$ cat src/rtl/cac_uart_tx_arbiter_if.sv
// Handshake bundle between the CAC byte-stream requesters, the packet
// arbiter and the UART TX byte port. The arbiter takes the slave view.
// The master view is the environment (requesters plus UART).
interface cac_uart_tx_arbiter_if #(
    parameter int NUM_REQ    = 4,
    parameter int DATA_WIDTH = 8,
    parameter int ID_WIDTH   = 2
);
    logic [NUM_REQ-1:0]            req_valid;
    logic [NUM_REQ*DATA_WIDTH-1:0] req_data;
    logic [NUM_REQ-1:0]            req_last;
    logic [NUM_REQ-1:0]            req_ready;
    logic [DATA_WIDTH-1:0]         tx_data;
    logic                          tx_valid;
    logic                          tx_ready;
    logic [ID_WIDTH-1:0]           grant_id;
    logic                          busy;
    logic                          timeout_pulse;

    modport master (
        output req_valid, req_data, req_last, tx_ready,
        input  req_ready, tx_data, tx_valid, grant_id, busy, timeout_pulse
    );

    modport slave (
        input  req_valid, req_data, req_last, tx_ready,
        output req_ready, tx_data, tx_valid, grant_id, busy, timeout_pulse
    );
endinterface

$ cat src/rtl/cac_uart_tx_arbiter.sv
// Packet-level round-robin arbiter sharing the CAC UART transmitter between
// NUM_REQ byte-stream sources. A granted source owns the UART until its
// req_last byte is accepted, so packets never interleave on the wire.
// Optional stall timeout: define CAC_UART_ARB_TIMEOUT_EN to abandon a packet
// whose owner stalls for TIMEOUT_CYCLES cycles (pulses timeout_pulse).
module cac_uart_tx_arbiter #(
    parameter int NUM_REQ        = 4,
    parameter int DATA_WIDTH     = 8,
    parameter int ID_WIDTH       = 2,
    parameter int TIMEOUT_CYCLES = 1000
) (
    input  logic                  clk_cac,
    input  logic                  rst,
    cac_uart_tx_arbiter_if.slave  bus
);

    typedef enum logic {
        IDLE   = 1'b0,
        LOCKED = 1'b1
    } state_t;

    // Reject parameter sets the grant index or stall limit cannot represent.
    if ((2 ** ID_WIDTH) < NUM_REQ || NUM_REQ < 2 || DATA_WIDTH < 1 || TIMEOUT_CYCLES < 1) begin : g_bad_params
        $error("cac_uart_tx_arbiter: illegal parameter combination");
    end

    state_t                state_q, state_d;
    logic [ID_WIDTH-1:0]   rr_ptr_q, rr_ptr_d;
    logic [ID_WIDTH-1:0]   grant_id_q, grant_id_d;
    logic                  busy_q, busy_d;

    logic                  any_valid;
    logic [ID_WIDTH-1:0]   sel_idx;
    logic [ID_WIDTH-1:0]   cand;
    logic                  own_valid;
    logic                  own_last;
    logic [DATA_WIDTH-1:0] own_data;
    logic                  handshake;
    logic [ID_WIDTH-1:0]   next_ptr;

`ifdef CAC_UART_ARB_TIMEOUT_EN
    localparam int CNT_W = $clog2(TIMEOUT_CYCLES + 1);
    logic [CNT_W-1:0]      stall_cnt_q, stall_cnt_d;
    logic                  timeout_pulse_q, timeout_pulse_d;
`endif

    // Round-robin pick: first valid requester at or after rr_ptr, wrapping.
    always_comb begin
        any_valid = |bus.req_valid;
        sel_idx   = '0;
        cand      = '0;
        for (int k = NUM_REQ - 1; k >= 0; k--) begin
            cand = ID_WIDTH'((int'(rr_ptr_q) + k) % NUM_REQ);
            if (bus.req_valid[cand]) begin
                sel_idx = cand;
            end
        end
    end

    // Steer the current owner's valid/data/last onto internal wires.
    always_comb begin
        own_valid = 1'b0;
        own_last  = 1'b0;
        own_data  = '0;
        for (int i = 0; i < NUM_REQ; i++) begin
            if (grant_id_q == ID_WIDTH'(i)) begin
                own_valid = bus.req_valid[i];
                own_last  = bus.req_last[i];
                own_data  = bus.req_data[i*DATA_WIDTH +: DATA_WIDTH];
            end
        end
        handshake = (state_q == LOCKED) && own_valid && bus.tx_ready;
        next_ptr  = (grant_id_q == ID_WIDTH'(NUM_REQ - 1)) ? '0 : grant_id_q + 1'b1;
    end

    // Next-state logic: grant in IDLE, release on the last byte (or stall timeout).
    always_comb begin
        state_d    = state_q;
        rr_ptr_d   = rr_ptr_q;
        grant_id_d = grant_id_q;
        busy_d     = busy_q;
`ifdef CAC_UART_ARB_TIMEOUT_EN
        stall_cnt_d     = stall_cnt_q;
        timeout_pulse_d = 1'b0;
`endif
        case (state_q)
            IDLE: begin
                if (any_valid) begin
                    state_d    = LOCKED;
                    grant_id_d = sel_idx;
                    busy_d     = 1'b1;
`ifdef CAC_UART_ARB_TIMEOUT_EN
                    stall_cnt_d = '0;
`endif
                end
            end
            LOCKED: begin
                if (handshake) begin
`ifdef CAC_UART_ARB_TIMEOUT_EN
                    stall_cnt_d = '0;
`endif
                    if (own_last) begin
                        state_d  = IDLE;
                        busy_d   = 1'b0;
                        rr_ptr_d = next_ptr;
                    end
                end else begin
`ifdef CAC_UART_ARB_TIMEOUT_EN
                    stall_cnt_d = stall_cnt_q + 1'b1;
                    if (stall_cnt_d == CNT_W'(TIMEOUT_CYCLES)) begin
                        timeout_pulse_d = 1'b1;
                        state_d         = IDLE;
                        busy_d          = 1'b0;
                        rr_ptr_d        = next_ptr;
                    end
`endif
                end
            end
            default: begin
                state_d = IDLE;
                busy_d  = 1'b0;
            end
        endcase
    end

    // State registers with synchronous reset; a mid-packet reset drops the packet.
    always_ff @(posedge clk_cac) begin
        if (rst) begin
            state_q    <= IDLE;
            rr_ptr_q   <= '0;
            grant_id_q <= '0;
            busy_q     <= 1'b0;
`ifdef CAC_UART_ARB_TIMEOUT_EN
            stall_cnt_q     <= '0;
            timeout_pulse_q <= 1'b0;
`endif
        end else begin
            state_q    <= state_d;
            rr_ptr_q   <= rr_ptr_d;
            grant_id_q <= grant_id_d;
            busy_q     <= busy_d;
`ifdef CAC_UART_ARB_TIMEOUT_EN
            stall_cnt_q     <= stall_cnt_d;
            timeout_pulse_q <= timeout_pulse_d;
`endif
        end
    end

    // Zero-latency pass-through of the owner's stream while LOCKED; quiet in IDLE.
    always_comb begin
        bus.tx_valid  = 1'b0;
        bus.tx_data   = '0;
        bus.req_ready = '0;
        if (state_q == LOCKED) begin
            bus.tx_valid = own_valid;
            bus.tx_data  = own_data;
            for (int i = 0; i < NUM_REQ; i++) begin
                bus.req_ready[i] = (grant_id_q == ID_WIDTH'(i)) && bus.tx_ready;
            end
        end
    end

    assign bus.grant_id = grant_id_q;
    assign bus.busy     = busy_q;
`ifdef CAC_UART_ARB_TIMEOUT_EN
    assign bus.timeout_pulse = timeout_pulse_q;
`else
    assign bus.timeout_pulse = 1'b0;
`endif

endmodule

$ cat src/flat_wrapper.sv
// flat-port wrapper written by rule: the top's interface ports become plain ports
module cac_uart_tx_arbiter_flat 
#(
    parameter int NUM_REQ        = 4,
    parameter int DATA_WIDTH     = 8,
    parameter int ID_WIDTH       = 2,
    parameter int TIMEOUT_CYCLES = 1000
)
  (clk_cac, rst, bus_req_valid, bus_req_data, bus_req_last, bus_tx_ready, bus_req_ready, bus_tx_data, bus_tx_valid, bus_grant_id, bus_busy, bus_timeout_pulse);
  cac_uart_tx_arbiter_if #(.NUM_REQ(NUM_REQ), .DATA_WIDTH(DATA_WIDTH), .ID_WIDTH(ID_WIDTH)) bus_i ();
  input  logic clk_cac;
  input  logic rst;
  input wire logic [$bits(bus_i.req_valid)-1:0] bus_req_valid;
  input wire logic [$bits(bus_i.req_data)-1:0] bus_req_data;
  input wire logic [$bits(bus_i.req_last)-1:0] bus_req_last;
  input wire logic [$bits(bus_i.tx_ready)-1:0] bus_tx_ready;
  output wire logic [$bits(bus_i.req_ready)-1:0] bus_req_ready;
  output wire logic [$bits(bus_i.tx_data)-1:0] bus_tx_data;
  output wire logic [$bits(bus_i.tx_valid)-1:0] bus_tx_valid;
  output wire logic [$bits(bus_i.grant_id)-1:0] bus_grant_id;
  output wire logic [$bits(bus_i.busy)-1:0] bus_busy;
  output wire logic [$bits(bus_i.timeout_pulse)-1:0] bus_timeout_pulse;
  assign bus_i.req_valid = bus_req_valid;
  assign bus_i.req_data = bus_req_data;
  assign bus_i.req_last = bus_req_last;
  assign bus_i.tx_ready = bus_tx_ready;
  assign bus_req_ready = bus_i.req_ready;
  assign bus_tx_data = bus_i.tx_data;
  assign bus_tx_valid = bus_i.tx_valid;
  assign bus_grant_id = bus_i.grant_id;
  assign bus_busy = bus_i.busy;
  assign bus_timeout_pulse = bus_i.timeout_pulse;
  cac_uart_tx_arbiter #(.NUM_REQ(NUM_REQ), .DATA_WIDTH(DATA_WIDTH), .ID_WIDTH(ID_WIDTH), .TIMEOUT_CYCLES(TIMEOUT_CYCLES)) u_core (.clk_cac(clk_cac), .rst(rst), .bus(bus_i));
endmodule
$ cat config.mk
export PLATFORM = sky130hd
export DESIGN_NAME = cac_uart_tx_arbiter_flat
export DESIGN_NICKNAME = d
export VERILOG_FILES = /design/src/rtl/cac_uart_tx_arbiter_if.sv /design/src/rtl/cac_uart_tx_arbiter.sv /design/src/flat_wrapper.sv
export SDC_FILE = /design/constraint.sdc
export NUM_CORES = 1
export LEC_CHECK = 0
export CAP_MARGIN = 20
export CORE_ASPECT_RATIO = 1.4
export CORE_MARGIN = 2
export CORE_UTILIZATION = 34
export DETAILED_ROUTE_END_ITERATION = 12
export MAX_ROUTING_LAYER = met4
export PLACE_DENSITY = 0.79
export SETUP_SLACK_MARGIN = 0.1
export SKIP_LAST_GASP = 1
export SYNTH_ARGS = -nofsm -noshare
export SYNTH_HDL_FRONTEND = slang
export SYNTH_SLANG_ARGS = --single-unit
$ cat constraint.sdc
create_clock -name clk_cac -period 2.1 [get_ports clk_cac]
set_input_delay 0.42 -clock clk_cac [delete_from_list [all_inputs] [get_ports clk_cac]]
set_output_delay 0.42 -clock clk_cac [all_outputs]
set_load 0.01 [all_outputs]
==> results of run 1 <==
[area by class of cell]
type                       instances  area, um2
timing repair buffer              86        777
tap                               23       28.8
fill                             186        703
multi-input combinational         90        684
clock buffer                       3       22.5
inverter                           5       23.8
sequential                         6        125
[through the flow]
stage	cells	cell area, um2	hold slack (ps)
after floorplan	109	832	488
after global placement	204	1550	462
after detailed placement	204	1550	474
after CTS	211	1630	484
after global routing	213	1660	518
final	213	1660	478
[worst register-to-register path: cells and delay by family, from the launching register on]
| family | cells | cell delay [ps] |
|---|---|---|
| muxes | 1 | 330 |
| adders and majority gates | 1 | 170 |
| buffers and inverters | 4 | 450 |
| AOI/OAI and AO/OA | 2 | 330 |
| DFF | 1 | 350 |
| and+or+nand+nor | 1 | 310 |
[power by group through the flow]
stage	Clock, mW	Sequential, mW	Combinational, mW
2_1_floorplan	0	0.142	0.187
3_3_place_gp	0	0.135	0.407
3_5_place_dp	0	0.135	0.415
4_1_cts	0.108	0.134	0.417
5_1_grt	0.112	0.137	0.464
6_report	0.102	0.136	0.434
[kinds of logic after synthesis]
kind of cell    Yosys count
compound gates           31
fa+ha+maj                 4
simple gates             51
buf+inv                  13
mux                       3
other cells               1
flops                     6
[what timing repair did]
item	in CTS	in global routing
endpoints found under the setup margin	17	14
cloned	1	0
setup buffers	3	2
pin swaps	14	11
resized for setup	64	10
[worst paths after layout]
check | endpoint | start | depth (start not counted)
setup / recovery | bus_tx_data[1] | u_core.bus.grant_id[1] | 8
hold / removal | u_core.bus.busy | u_core.bus.busy | 2
setup reg to reg | u_core.rr_ptr_q[0] | u_core.bus.grant_id[1] | 9
hold reg to reg | u_core.bus.busy | u_core.bus.busy | 2
[registers in the layout, summed over array words and instances (netlist names)]
| name | count |
|---|---|
| u_core.rr_ptr_q | 2 |
| u_core.bus.busy | 1 |
| u_core.bus.grant_id | 2 |
| u_core.state_q | 1 |
[synth_stat cells]
library cell and instances:
mux2_4 1, a221o_1 8, a21boi_1 7, inv_1 5, buf_4 1, nor2_1 3, o211ai_1 1, o22ai_1 2
mux2i_1 2, nand2_1 14, clkbuf_1 4, nor4_1 1, nor3_1 2, or4_1 1, ha_1 4, clkbuf_8 1
a2111oi_4 1, a21oi_1 6, and3b_2 1, a211oi_4 1, o21ai_0 1, or2_4 1, o21ai_1 1, o221ai_1 1
nor2b_1 1, a21boi_0 1, a21o_2 1, nand3b_1 1, and3_1 4, nand3_1 8, buf_6 2, conb_1 1
dfxtp_1 6, nand2b_1 13, and4bb_1 1
[metal layers]
metal	share of wire	global-route usage	vias up
met1	0.37	0.223	532
met2	0.51	0.417	66
met5	0	-	-
met4	0.021	0.0964	0
met3	0.099	0.0578	10
li1	-	-	560
==> results.toml, run 1 <==
[outcome]
status = "finished clean"

[cells_and_area]
antenna_cells = 0
synthToLayoutAreaGrowth_pct = 100
finish.utilization = 0.703
mostFrequentLayoutCell = "clkdlybuf4s50_1"
layout.nets = 239
drive_gt1_frac = 0.300
mostFrequentLayoutCells = "clkdlybuf4s50_1 (44), buf_4 (18), nand2_1 (14)"

[logic_synthesis]
synth.distinct_cells = 35
synth_adder_area_share = 0.0602
synth_mux_area_frac = 0.0422
syn-cell-area_um2 = 831
synth_compound_gate_area_share = 0.319
yosysSeqAreaShare = 0.145
synth_nets = 156
syn_avg_cell_area_um2 = 7.62
synth_top_family_by_area = "simple AND/OR/NAND/NOR gates"
yosysTopAreaCell = "dfxtp_1"
synth_cells = 109
synth_top_area_frac = 0.145
synthXorXnorAreaFrac = 0
ys_seq_elements = 6
synth_area_leaders = "dfxtp_1 (14%), nand2b_1 (9.8%), a221o_1 (9.6%)"
synth-simple-area-share = 0.336
yosys_warnings = 0

[power]
total_power_mw = 0.671
switching_power_mw = 0.223
seqPwrFrac = 0.202
p_per_area_nw_per_um2 = 404
p_int_mw = 0.448
pwr-share-clk = 0.151
netSwitchingFraction = 0.333
combPwrFrac = 0.646
leakage_nw = 0.712
ir_worst_vdd_uv = 413

[timing]
setup_viol = 0
finalCriticalPeriod_ps = 2060
layout_setup_ws_ps = 39.6
fmax_mhz = 485
skew_ps = 0.981
finalSetupTns_ps = 0
finalMaxSlewViolations = 0
rsz0062_at_grt = "yes"
hold_violations = 0
post-route-period-util = 0.981

[floorplanning]
ios = 60
die_h_um = 62.5
die_w_um = 45.8
start_util = 0.351
dieArea_um2 = 2860
rows = 21
core_area_um2 = 2360

[global_route]
grt_pass1_vias = 1163
grt_pass1_wl_mm = 4.92
grt_max_degree = 17
antenna_found_initial = 0
grt.total_usage = 0.233
grt-ovfl-total = 0

[clocking]
tritoncts = "yes"
path_clk_slew_ps = 40
clkSinkCount = 6
htreeDepth = 1
numCtsBuffers = 3
ctsHoldBuffers = 0
cts_root_buf = "clkbuf_4"
clkLatencyLatePin_ps = 240
clock_path_buffers = 2

[worst_setup_path]
path_class = "register to output pin"
required_ps = 1680
slowest_stage = "dfxtp_2"
end_kind = "output pin"
worstPathMaxFanout = 6
critPathTopFamily = "buffers and inverters"
critPathLaunchType = "register"
path_cells = "inv_4 > ha_4 > buf_8 > buf_6 > a221o_1 > nand3_1 > a21boi_1 > buf_2"
crit_buf_inv = 4
cp.arrival_ps = 1640
cp_slowest_stage_delay_ps = 350
rrSetupSlack_ps = 60

[placed_design]
hpwlAfterDp_mm = 2.50
pre_cts_slack_ps = -314
gp_congestion = 0.794
portBuffers = 58

[detailed_routing]
wl_mm = 3.35
dr_total_vias = 1168
vias_per_cell = 5.48
drt_iter0_markers = 30
first_pass_iters = 4
wl_per_cell_um = 15.7
remaining_drc_errors = 0
drtAntennaViolNets = 0

[job]
maxCapViolCount = 0

[hold_path]
min_path_type = "register to register"
(Power assumes the default switching activity.)
==> run 2, diff against run 1 <==
REMOVE_ABC_BUFFERS = 1   (was not set)
==> run 2 against run 1 <==
Flip-flop and latch count did not move. Worst setup slack got worse by 6.2 ps. Global-route usage fell by 0.98 points. Register-to-register slack barely moved. Non-clock buffer count fell by 1. Largest power group unchanged.
==> results.toml, run 2 (same netlist as run 1, synthesis figures left out) <==
[worst_setup_path]
cp_slowest_stage_delay_ps = 330
worstReg2RegStart = "u_core.bus.grant_id[1]"
rrSetupSlack_ps = 50
worstPathMaxFanout = 7
slowest_stage = "dfxtp_2"
path_cells = "inv_2 > ha_4 > buf_8 > nand3b_1 > a221o_1 > nand2_1 > buf_2"
path_class = "register to output pin"
required_ps = 1680
r2r-end = "u_core.rr_ptr_q[0]"
cp.arrival_ps = 1650
crit_buf_inv = 3
r2r_cells = 8
critPathLaunchType = "register"
end_kind = "output pin"
critPathTopFamily = "flip-flops"

[global_route]
grt_pass1_wl_mm = 4.84
antenna_found_initial = 0
grt_pass1_vias = 1191
grt_max_degree = 11
grt.total_usage = 0.223
grt-ovfl-total = 0

[timing]
post-route-period-util = 0.984
fmax_mhz = 484
hold_violations = 0
skew_ps = 5.64
rsz0062_at_grt = "yes"
setup_viol = 0
finalMaxSlewViolations = 0
finalCriticalPeriod_ps = 2070
hold_slack_ps = 510

[detailed_routing]
wl_per_cell_um = 15.4
remaining_drc_errors = 0
drt_iter0_markers = 58
drtAntennaViolNets = 0
vias_per_cell = 5.45
dr_total_vias = 1156
first_pass_iters = 4
wl_mm = 3.27

[floorplanning]
die_w_um = 45.8
core_area_um2 = 2360
ios = 60
rows = 21
dieArea_um2 = 2860
die_h_um = 62.5
start_util = 0.351

[clocking]
htreeDepth = 1
clkSinkCount = 6
tritoncts = "yes"
clkLatencyLatePin_ps = 250
clock_path_buffers = 2
numCtsBuffers = 3
path_clk_slew_ps = 50
cts_root_buf = "clkbuf_4"
ctsHoldBuffers = 0

[cells_and_area]
final_cell_area_um2 = 1680
final_cells = 212
layout.nets = 238
antenna_cells = 0
synthToLayoutAreaGrowth_pct = 102
mostFrequentLayoutCells = "clkdlybuf4s50_1 (45), buf_4 (19), nand2_1 (14)"
mostFrequentLayoutCell = "clkdlybuf4s50_1"
drive_gt1_frac = 0.302

[outcome]
status = "finished clean"

[placed_design]
dp_cells = 205
portBuffers = 58
hpwlAfterDp_mm = 2.45
place_area_um2 = 1550
gp_congestion = 0.796

[hold_path]
hold_end = "u_core.bus.busy"
holdPathStages = 2
hp-start = "u_core.bus.busy"
min_path_type = "register to register"

[power]
leakage_nw = 0.717
ir_worst_vdd_uv = 358
p_per_area_nw_per_um2 = 408

[job]
maxCapViolCount = 0
run 2: cell count changes in the layout (fill, tap and decap cells not counted), sizes merged:
cell	previous run	this run
clkdlybuf4s50	44	45
clkbuf	5	3
run 2: what timing repair did:
action / CTS / global route
cloned: 1 / 0
pin swaps: 5 / 20
endpoints found under the setup margin: 17 / 13
buffers inserted: 3 / 0
gates resized for setup: 57 / 11
run 2: worst max path at each step:
stage	startpoint	endpoint	slack, ps	depth (start not counted)
4_1_cts	u_core.bus.grant_id[0]	bus_tx_data[3]	8	8
2_1_floorplan	u_core.bus.grant_id[0]	u_core.rr_ptr_q[0]	-40	6
3_3_place_gp	u_core.bus.grant_id[0]	bus_tx_data[2]	-240	7
6_report	u_core.bus.grant_id[1]	bus_tx_valid	30	7
3_5_place_dp	u_core.bus.grant_id[0]	bus_tx_data[3]	-330	7
5_1_grt	u_core.bus.grant_id[0]	bus_tx_data[7]	-40	8
run 2: tightest hold or removal path, cell delays in order (launching register included):
cell and delay [ps]:
dfxtp_1 300, nand2b_1 80, o22ai_2 70
run 2: layout make-up:
class / instances / area (um2)
timing repair buffer: 85 / 783
multi-input combinational: 90 / 697
fill: 203 / 687
sequential: 6 / 125
tap: 23 / 28.8
clock buffer: 3 / 22.5
inverter: 5 / 21.3
run 2: layer usage:
metal	GRT usage	part of all wire	vias up
met5	-	0	-
met4	0.0679	0.0064	0
met3	0.0202	0.055	2
met2	0.417	0.57	47
met1	0.229	0.36	551
li1	-	-	556
run 2: where the power goes:
group	total, mW	internal [mW]	switching (mW)
registers	0.137	0.126	0.0112
logic	0.440	0.261	0.179
clock network	0.108	0.0648	0.0434
total	0.685	0.452	0.233
run 2: per-stage QoR:
step | power [mW] | util | setup TNS, ps | setup slack (ps)
detailed placement | 0.555 | 0.657 | -2630 | -326
floorplan | 0.317 | - | -42.3 | -42.3
global route | 0.725 | 0.710 | -155 | -43.7
CTS | 0.671 | 0.694 | 0 | 7.78
finish | 0.685 | 0.710 | 0 | 33.4
global placement | 0.547 | 0.657 | -2100 | -239
